`src/rtl/puf_challenge_sequencer.sv`:
```
// rtl/puf_challenge_sequencer.sv - drives a PUF subblock through a challenge sequence and assembles the response
//
// Purpose:
//   Runs NUM_BITS races on one puf_parallel_subblock, one challenge per bit. Each bit
//   walks CLEAR -> ARM -> RACE -> CAPTURE -> NEXT. After the last bit the block
//   pulses resp_valid in DONE. A race that never finishes is abandoned after
//   TIMEOUT_CYCLES and scores 0.
//
// Optional build macro:
//   PUF_MAJORITY_VOTE_EN - each challenge is raced three times. The response bit is
//   the majority of the three outcomes. A timed-out race counts as 0.
//
// Ports:
//   clock, reset           system clock, asynchronous active-low reset
//   start, seed_challenge  run request (honoured only in IDLE) and first challenge
//   busy                   high from the cycle after start is accepted until DONE exits
//   resp_valid             one-cycle pulse, high while in DONE
//   response               bit i is the outcome of challenge i
//   timeout_err            sticky per run; set if any race timed out
//   puf_challenge          challenge to the subblock
//   puf_enable             ring oscillator enables to the subblock
//   puf_reset              active-high reset to the subblock counters and arbiter
//   puf_out, puf_done      subblock result and done, asynchronous to clock
module puf_challenge_sequencer #(
  parameter int NUM_BITS       = 16,
  parameter int SETTLE_CYCLES  = 4,
  parameter int TIMEOUT_CYCLES = 65535
) (
  input  logic                clock,
  input  logic                reset,
  input  logic                start,
  input  logic [7:0]          seed_challenge,
  output logic                busy,
  output logic                resp_valid,
  output logic [NUM_BITS-1:0] response,
  output logic                timeout_err,
  output logic [7:0]          puf_challenge,
  output logic [31:0]         puf_enable,
  output logic                puf_reset,
  input  logic                puf_out,
  input  logic                puf_done
);

  localparam int IDX_W = (NUM_BITS > 1) ? $clog2(NUM_BITS) : 1;
  localparam int SET_W = $clog2(SETTLE_CYCLES + 1);
  localparam logic [IDX_W-1:0] IDX_LAST = IDX_W'(NUM_BITS - 1);
  localparam logic [SET_W-1:0] SET_LAST = SET_W'(SETTLE_CYCLES - 1);
  localparam logic [15:0]      TO_LAST  = 16'(TIMEOUT_CYCLES - 1);

  typedef enum logic [2:0] {
    S_IDLE,
    S_CLEAR,
    S_ARM,
    S_RACE,
    S_CAPTURE,
    S_NEXT,
    S_DONE
  } state_t;

  state_t           state;
  state_t           state_nxt;
  logic [IDX_W-1:0] bit_idx;
  logic [SET_W-1:0] settle_cnt;
  logic [15:0]      to_cnt;
  logic             race_timed_out;
  logic             done_meta;
  logic             done_s;
  logic             out_meta;
  logic             out_s;
  logic             cap_bit;
  logic             last_race;

`ifdef PUF_MAJORITY_VOTE_EN
  logic [1:0] vote_cnt;
  logic [1:0] ones_cnt;
  assign last_race = (vote_cnt == 2'd2);
`else
  assign last_race = 1'b1;
`endif

  // A timed-out race scores 0 regardless of what the arbiter output shows.
  assign cap_bit = race_timed_out ? 1'b0 : out_s;

  always_ff @(posedge clock or negedge reset) begin
    if (!reset) begin
      state <= S_IDLE;
    end else begin
      state <= state_nxt;
    end
  end

  always_comb begin
    state_nxt  = state;
    puf_reset  = 1'b1;
    puf_enable = 32'h0000_0000;
    case (state)
      S_IDLE: begin
        if (start) state_nxt = S_CLEAR;
      end
      S_CLEAR: begin
        if (settle_cnt == SET_LAST) state_nxt = S_ARM;
      end
      S_ARM: begin
        puf_reset  = 1'b0;
        puf_enable = 32'hFFFF_FFFF;
        state_nxt  = S_RACE;
      end
      S_RACE: begin
        puf_reset  = 1'b0;
        puf_enable = 32'hFFFF_FFFF;
        if (done_s || (to_cnt == TO_LAST)) state_nxt = S_CAPTURE;
      end
      S_CAPTURE: begin
        // Oscillators stop here; the counters keep their values for this cycle.
        puf_reset = 1'b0;
        state_nxt = S_NEXT;
      end
      S_NEXT: begin
        if (last_race && (bit_idx == IDX_LAST)) state_nxt = S_DONE;
        else state_nxt = S_CLEAR;
      end
      S_DONE: begin
        state_nxt = S_IDLE;
      end
      default: state_nxt = S_IDLE;
    endcase
  end

  always_ff @(posedge clock or negedge reset) begin
    if (!reset) begin
      busy           <= 1'b0;
      resp_valid     <= 1'b0;
      response       <= '0;
      timeout_err    <= 1'b0;
      puf_challenge  <= 8'h00;
      bit_idx        <= '0;
      settle_cnt     <= '0;
      to_cnt         <= 16'h0000;
      race_timed_out <= 1'b0;
      done_meta      <= 1'b0;
      done_s         <= 1'b0;
      out_meta       <= 1'b0;
      out_s          <= 1'b0;
`ifdef PUF_MAJORITY_VOTE_EN
      vote_cnt       <= 2'd0;
      ones_cnt       <= 2'd0;
`endif
    end else begin
      done_meta  <= puf_done;
      done_s     <= done_meta;
      out_meta   <= puf_out;
      out_s      <= out_meta;
      resp_valid <= (state_nxt == S_DONE);
      case (state)
        S_IDLE: begin
          if (start) begin
            bit_idx       <= '0;
            puf_challenge <= seed_challenge;
            response      <= '0;
            timeout_err   <= 1'b0;
            busy          <= 1'b1;
            settle_cnt    <= '0;
`ifdef PUF_MAJORITY_VOTE_EN
            vote_cnt      <= 2'd0;
            ones_cnt      <= 2'd0;
`endif
          end
        end
        S_CLEAR: begin
          if (settle_cnt == SET_LAST) settle_cnt <= '0;
          else settle_cnt <= settle_cnt + SET_W'(1);
        end
        S_ARM: begin
          to_cnt         <= 16'h0000;
          race_timed_out <= 1'b0;
        end
        S_RACE: begin
          if (!done_s) begin
            if (to_cnt == TO_LAST) begin
              timeout_err    <= 1'b1;
              race_timed_out <= 1'b1;
            end else if (to_cnt != 16'hFFFF) begin
              to_cnt <= to_cnt + 16'd1;
            end
          end
        end
        S_CAPTURE: begin
`ifdef PUF_MAJORITY_VOTE_EN
          if (last_race) begin
            // Majority of three: the earlier two outcomes are summarised in ones_cnt.
            response[bit_idx] <= (ones_cnt == 2'd2) || ((ones_cnt == 2'd1) && cap_bit);
          end else if (cap_bit) begin
            ones_cnt <= ones_cnt + 2'd1;
          end
`else
          response[bit_idx] <= cap_bit;
`endif
        end
        S_NEXT: begin
`ifdef PUF_MAJORITY_VOTE_EN
          if (!last_race) begin
            vote_cnt <= vote_cnt + 2'd1;
          end else begin
            vote_cnt <= 2'd0;
            ones_cnt <= 2'd0;
          end
`endif
          if (last_race && (bit_idx != IDX_LAST)) begin
            bit_idx       <= bit_idx + IDX_W'(1);
            puf_challenge <= puf_challenge + 8'd1;
          end
        end
        S_DONE: begin
          busy <= 1'b0;
        end
        default: ;
      endcase
    end
  end

endmodule

```
`config.mk`:
```
export PLATFORM = sky130hd
export DESIGN_NAME = puf_challenge_sequencer
export DESIGN_NICKNAME = d
export VERILOG_FILES = /design/src/rtl/puf_challenge_sequencer.sv
export SDC_FILE = /design/constraint.sdc
export NUM_CORES = 1
export LEC_CHECK = 0
export CORE_ASPECT_RATIO = 1.75
export CORE_UTILIZATION = 40
export DETAILED_ROUTE_END_ITERATION = 10
export PLACE_DENSITY_LB_ADDON = 0.3
export SLEW_MARGIN = 0
export SYNTH_ARGS = -nofsm -noshare
export SYNTH_HDL_FRONTEND = slang
export SYNTH_SLANG_ARGS = --single-unit
export TNS_END_PERCENT = 10
```
`constraint.sdc`:
```
create_clock -name clock -period 3.9 [get_ports clock]
set_input_delay 0.585 -clock clock [delete_from_list [all_inputs] [get_ports clock]]
set_output_delay 0.585 -clock clock [all_outputs]
set_load 0.05 [all_outputs]
```
## Word-level counts from Yosys, hierarchy flattened

Index checks and enable logic that the tools add are counted.

| operators by class | value |
|---|---|
| add/sub/neg operators | 4 |
| $mul | 0 |
| div/mod/pow operators | 0 |
| $lt $le $gt $ge | 2 |
| equality and inequality tests | 18 |
| shifts and indexed selects | 0 |
| muxes and demuxes | 33 |
| bitwise logic cells | 0 |
| reductions and logical operators | 18 |

Operators by type and width:

| kind | count |
|---|---|
| $mux W16 | 4 |
| $pmux W16 S2 | 2 |
| $mux W32 | 1 |
| $mux W3 | 6 |
| $pmux W3 S6 | 1 |
| $add A16 B1 Y16 const B | 1 |
| $bwmux W16 | 1 |
| $eq A16 B16 Y1 const B | 1 |
| $mux W8 | 2 |
| $ne A16 B16 Y1 const B | 1 |
| $pmux W8 S2 | 1 |
| $eq A3 B3 Y1 const B | 4 |
| $ne A2 B2 Y1 const B | 6 |
| $reduce_bool A2 Y1 | 6 |
| $eq A3 B2 Y1 const B | 3 |
| $add A8 B1 Y8 const B | 1 |
| $mux W4 | 2 |
| $pmux W4 S2 | 1 |
| $reduce_and A4 Y1 | 2 |
| $mux W1 | 7 |
| $pmux W1 S2 | 3 |
| $pmux W3 S2 | 1 |
| $reduce_and A2 Y1 | 3 |
| $reduce_and A3 Y1 | 2 |
| other kinds (13) | 13 |

| word-level totals | value |
|---|---|
| bits in registers | 58 |
| latch bits | 0 |
| memory bits (writable) | 0 |
| ROM bits | 0 |
| input bits | 13 |
| output and inout bits | 60 |
| word-level logic and storage cells | 89 |
| memories kept | 0 |

## Logic depth before layout (Yosys ltp)

Gate-level depths: netlist of the first run.

| depth | value |
|---|---|
| depth after elaboration | 6 |
| gate-level depth with buffers | 7 |
| gate-level depth less buffers | 6 |

## Worst setup path before layout of the first run

OpenSTA, ideal clock, no wires.

| timing path | value |
|---|---|
| kind | reg-to-output |
| start point | reg state[1] |
| end point | out puf_reset |
| data arrival time | 1.592 ns |
| required time | 3.315 ns |
| slack | 1.723 ns |
| stages on the path, launching flop included | 4 |
| buffers on the path | 1 |
| cells stage by stage | dfrtp_1 -> nor2b_1 -> buf_2 -> nor2_1 |

| on the way | value |
|---|---|
| cells in the longest elaborated chain, start to end | 3 |
| elaborated cells on any way between the ends | 5 |
| those cells by class | 3 x eq/ne; 1 x mux; 1 x reduce/logical |

Ends and longest elaborated chain:

| what | RTL line | text |
|---|---|---|
| start: declaration | 60 | `state_t state;` |
| start signal: assignment | 88 | `state <= state_nxt;` |
| $eq A3 B2 Y1 / $eq A3 B3 Y1 (equally long branches) | 96 | `case (state)` |
| $reduce_or A3 Y1 (no line) * | n/a |  |
| $mux W1 * | 96 |  |
| end: declaration | 39 | `output logic puf_reset,` |

Every way passes the cells marked *; elsewhere a longest branch is shown, timed or not.

## Worst setup path in the final report of the first run

| timing path | value |
|---|---|
| start point | reg state[0] |
| end point | out puf_reset |

Same word-level chain as after synthesis.

==> impl_metrics.ini, run 1 <==
[synth]
synth-compound-area-share = 0.1316
synth_top_area_cell = dfrtp_1
synth_nets = 376
synthFlopType = dfrtp_1
yosys_warnings = 0
ys_seq_area_frac = 0.4195
synth-adder-area-share = 0.02893
synth_area_um2 = 3460
post_synth_inst_count = 355
synth-edff-count = 0
synth-simple-area-share = 0.2347
synth_most_common_cell = dfrtp_1
synth.distinct_cells = 57
ys_seq_elements = 58
synth_top_family_by_area = simple AND/OR/NAND/NOR gates
post_synth_mux_area_share = 0.07631
avgSynthCellArea_um2 = 9.745
yosys-top-cells-count = 58 x dfrtp_1, 42 x nand2_1, 33 x buf_4
post_synth_xor_area_fraction = 0.002532
yosys-top-cells-area = dfrtp_1 42%, buf_4 7.2%, mux2i_1 6.7%
synth_async_sr_flop_share = 1.000
synth.top_cell.area_share = 0.4195

[die]
floorplan.core_area_um2 = 8368
ioPinCount = 73
fp.dieH_um = 125.0
initial_utilization = 0.4134
core.rowCount = 44
die-area_um2 = 9039
dieWidth_um = 72.30

[grt]
globalRoute.totalOverflow = 0
gr-usage-all-layers = 0.1833
largest_net_degree_at_the_start_of_global_routing = 41
antenna_violations_before_repair = 0
global_route_wire_length_before_repair_um = 12910
vias_in_the_first_global_route = 2726

[power_and_ir_drop]
power.ir.vdd_worst_uv = 391.3
overall_power_consumption_mw = 3.136
power_density_nw_per_um2 = 733.5
leakage_nw = 1.874

[detailed_routing]
route.vias.total = 2733
first_iter_violations = 150
routed_wl_um = 7736
detail_route.vias_per_cell = 5.327
route.detailed.wl_per_inst_um = 15.08
drt_drc_violations_left = 0
postRouteAntennaNets = 0
drtPass1Iterations = 4

[cts]
numClockSinks = 58
cts_buffer_depth = 2
root_buffer_master = clkbuf_16
cts-buffers-inserted = 9
cts.clk_slew.worst_paths_ns = 0.05
postCtsSetupRepairBufs = 0
worstSkewPairLatency_ns = 0.33
ctsHoldBuffers = 0
htree_levels = 3
cts_tree = done
post_cts_repair_resize_count = 0

[worst_setup_path]
worstRegToRegCells = 4
timing.critical_path.fanout_max = 18
reg2reg_slack_ns = 1.78
r2r_end = puf_challenge[6]
arrival_time_worst_endpoint_ns = 2.23
worst_ep_required_time_ns = 3.31
crit_path_end_kind = primary output
timing.setup.critical_path_class = reg -> out
reg2reg_start = state[0]
worst_setup_path_start_kind = flop

[cells_and_area]
antenna_cell_count = 0
drive_gt1_frac = 0.1231
finalNetCount = 414
layout.filler_cells = 813
post-route-util = 0.5109
flow.area_growth_from_synthesis_pct = 23.58

[placement]
portBuffers = 72
dp_hpwl_um = 5575
gp_congestion = 0.8006
pre_cts_setup_slack_ns = 1.415

[timing]
clock.fmax_mhz = 355.3
worst-slew-pin-transition_ns = 0.6716
final_hold_violation_count = 0
final.setup.tns_ns = 0
grt_setup_unrepaired = false
slew_headroom = 0.5522
slew_violations = 0
post-route-worst-setup-slack_ns = 1.086
setup_violations = 0
worst_clock_skew_ns = 0.008067
timing.final.crit_share = 0.7216
final_period_minus_worst_setup_slack_ns = 2.814

[run]
drv.max_cap_violation_count = 0

[worst_hold_path]
worstHoldPathType = in -> async

[outcome]
status = finished, final reports clean
-- power by group --
part / leakage [nW] / switching [mW] / internal (mW)
Combinational: 0.974 / 1.10 / 0.526
Clock: 0.133 / 0.262 / 0.443
Sequential: 0.766 / 0.120 / 0.687
-- layout by cell type, fill, tap and decap left out, types with 2 or more instances in the layout --
cell	n
clkdlybuf4s50_1	71
dfrtp_1	58
nand2_1	42
mux2i_1	23
nor2_1	19
nand3_1	19
a21oi_1	17
o21ai_0	15
clkbuf_16	9
nand4_1	8
ha_1	8
inv_1	7
and3_1	7
or2_2	6
or4_1	6
a21oi_2	5
o31ai_1	5
nand2b_1	4
a31oi_1	4
buf_4	4
and4_1	3
nor2b_1	3
a211oi_1	3
nor4_1	3
mux2_2	3
clkbuf_1	3
clkinv_2	3
nand4_4	2
nor4_4	2
and2_1	2
o22ai_1	2
a32o_1	2
nor3b_2	2
nor3_1	2
-- area by class of cell --
cell class	instances	area (µm²)	share of cell area
Multi-Input combinational cell	241	1643	0.3843
Sequential cell	58	1451	0.3395
Timing Repair Buffer	76	745.7	0.1744
Clock buffer	13	250.2	0.05853
Tap cell	115	143.9	0.03366
Inverter	7	26.28	0.006146
Clock inverter	3	15.01	0.003512
-- sequential cells by signal, indices dropped and copies added, names as in the netlist --
| name | flops |
|---|---|
| to_cnt | 16 |
| busy | 1 |
| done_s | 1 |
| done_meta | 1 |
| puf_challenge | 8 |
| out_s | 1 |
| race_timed_out | 1 |
| settle_cnt | 3 |
| state | 3 |
| out_meta | 1 |
| response | 16 |
| timeout_err | 1 |
| bit_idx | 4 |
| resp_valid | 1 |
-- worst max-delay path by stage --
stage | startpoint | endpoint | slack (ns) | cells past startpoint
after global routing | state[1] | puf_enable[4] | 0.92 | 3
after global placement | state[0] | puf_reset | 1.45 | 4
final | state[0] | puf_reset | 1.09 | 4
after CTS | state[1] | puf_enable[2] | 1.06 | 3
after detailed placement | state[1] | puf_enable[2] | 1.41 | 3
after floorplan | state[1] | puf_reset | 1.72 | 3
-- worst max-delay path: stages (launching register included) --
cell and delay, ns:
dfrtp_1 0.68, nor3_2 0.09, buf_4 0.21, nor2_1 0.10, clkdlybuf4s50_1 0.82
-- logic make-up after synthesis --
family | count (synthesis)
flip-flops | 58
AO/OA/AOI/OAI | 66
adder cells (fa/ha/maj) | 8
multiplexers | 26
buffers and inverters | 56
XOR/XNOR | 1
AND/OR/NAND/NOR | 140
-- through the flow --
step,instance area (µm²),hold WS (ns),cells
2_1_floorplan,3460,0.2894,355
3_3_place_gp,4010,0.3390,497
5_1_grt,4275,0.2940,513
4_1_cts,4275,0.2868,513
3_5_place_dp,4010,0.3364,497
6_report,4275,0.2593,513
-- per-layer routing --
layer  track usage  part of all wire  vias up  wire (µm)
li1              -                 -     1323          -
met3       0.03707             0.023       15        181
met2        0.3310              0.56       56       4361
met4       0.08881             0.023        0        176
met1        0.1967              0.39     1339       3016
met5             0                 0        -          0
No activity file was read; power rests on OpenSTA's default activity.
==> run 2, diff against run 1 <==
==> constraint.sdc (replaced) <==
create_clock -name clock -period 2.9 [get_ports clock]
set_input_delay 0.435 -clock clock [delete_from_list [all_inputs] [get_ports clock]]
set_output_delay 0.435 -clock clock [all_outputs]
set_load 0.05 [all_outputs]
==> impl_metrics.ini, run 2 (synthesis gave the netlist of run 1 again) <==
[power_and_ir_drop]
leakage_nw = 1.911
power_density_nw_per_um2 = 1006
power.ir.vdd_worst_uv = 475.6
overall_power_consumption_mw = 4.375

[cells_and_area]
layout.cells.most_common_list = 71 x clkdlybuf4s50_1, 58 x dfrtp_1, 42 x nand2_1
antenna_cell_count = 0
finalNetCount = 417
drive_gt1_frac = 0.1325
layout.filler_cells = 799
final_common_cell = clkdlybuf4s50_1
flow.area_growth_from_synthesis_pct = 25.75
top_regs = response (16), to_cnt (16), puf_challenge (8)

[grt]
global_route_wire_length_before_repair_um = 12970
gr-usage-all-layers = 0.1849
globalRoute.totalOverflow = 0
vias_in_the_first_global_route = 2636
antenna_violations_before_repair = 0
largest_net_degree_at_the_start_of_global_routing = 41

[timing]
worst_clock_skew_ns = 0.006168
final.setup.tns_ns = 0
worst_hold_slack_ns = 0.1213
slew_headroom = 0.5646
worst-slew-pin-transition_ns = 0.6471
timing.final.crit_share = 0.9293
slew_violations = 0
clock.fmax_mhz = 371.0
grt_setup_unrepaired = false
final_period_minus_worst_setup_slack_ns = 2.695
setup_violations = 0
final_hold_violation_count = 0

[detailed_routing]
routed_wl_um = 7843
route.vias.total = 2713
route.detailed.wl_per_inst_um = 15.23
postRouteAntennaNets = 0
drt_drc_violations_left = 0
first_iter_violations = 212
detail_route.vias_per_cell = 5.268
drtPass1Iterations = 6

[cts]
cts-buffers-inserted = 9
ctsHoldBuffers = 0
post_cts_repair_resize_count = 0
postCtsSetupRepairBufs = 0
htree_levels = 3
cts_buffer_depth = 2
worstSkewPairLatency_ns = 0.33
cts.clk_slew.worst_paths_ns = 0.05
cts_tree = done
root_buffer_master = clkbuf_16
numClockSinks = 58

[worst_setup_path]
max_stage_delay_ns = 0.88
timing.setup.critical_path_class = reg -> out
timing.critical_path.fanout_max = 40
arrival_time_worst_endpoint_ns = 2.26
reg2reg_slack_ns = 0.83
worst_ep_required_time_ns = 2.47
r2r_end = to_cnt[11]
reg2reg_start = state[1]
worst_setup_path_start_kind = flop
cpMaxStageDelayCell = clkdlybuf4s50_1
critical_path.n_buffers_inverters = 2
critical-path-top-delay-family = buffers and inverters
worstRegToRegCells = 5
crit_path_cell_trace = nor2b_2 > buf_4 > clkdlybuf4s50_1
crit_path_end_kind = primary output

[placement]
dp_hpwl_um = 5655
portBuffers = 72
gp_congestion = 0.8352

[die]
core.rowCount = 44
die-area_um2 = 9039
initial_utilization = 0.4134
floorplan.core_area_um2 = 8368
fp.dieH_um = 125.0
ioPinCount = 73
dieWidth_um = 72.30

[outcome]
status = finished, final reports clean

[worst_hold_path]
worstHoldPathType = in -> async

[run]
drv.max_cap_violation_count = 0
[run 2: area by class of cell]
| cell class | instances | area (µm²) | share of cell area |
|---|---|---|---|
| timing repair buffer | 79 | 780.7 | 0.1795 |
| tap | 115 | 143.9 | 0.03307 |
| multi-input combinational | 241 | 1643 | 0.3776 |
| clock buffer | 13 | 270.3 | 0.06212 |
| clock inverter | 2 | 35.03 | 0.008053 |
| sequential | 58 | 1451 | 0.3336 |
| inverter | 7 | 26.28 | 0.006040 |
[run 2: power breakdown]
group	leakage (nW)	total (mW)	switching (mW)	internal [mW]
registers	0.766	1.09	0.164	0.924
logic	0.993	2.20	1.48	0.720
clock network	0.152	1.09	0.357	0.728
total	1.91	4.37	2.00	2.37
[run 2: worst max path at each step]
stage / start / depth (start not counted) / endpoint / slack [ns]
2_1_floorplan: state[2] / 5 / to_cnt[11] / 0.86
3_3_place_gp: state[1] / 3 / puf_enable[1] / 0.59
3_5_place_dp: state[1] / 3 / puf_enable[1] / 0.56
4_1_cts: state[1] / 3 / puf_enable[1] / 0.19
5_1_grt: state[1] / 3 / puf_enable[1] / 0.09
6_report: state[1] / 3 / puf_enable[1] / 0.20
[run 2: per-stage QoR]
stage          instance area (µm²)  setup slack [ns]  instances    util
6_report                      4350            0.2049        515  0.5199
5_1_grt                       4350           0.08538        515  0.5199
4_1_cts                       4350            0.1938        515  0.5199
3_5_place_dp                  4045            0.5577        500  0.4834
3_3_place_gp                  4045            0.5937        500  0.4834
2_1_floorplan                 3460            0.8631        355       -
[run 2: routing by layer]
| layer | vias up | GRT usage | share of wire |
|---|---|---|---|
| met5 | - | 0 | 0 |
| met4 | 0 | 0.07382 | 0.017 |
| met3 | 10 | 0.04996 | 0.027 |
| met2 | 55 | 0.3260 | 0.56 |
| met1 | 1329 | 0.2049 | 0.39 |
| li1 | 1319 | - | - |
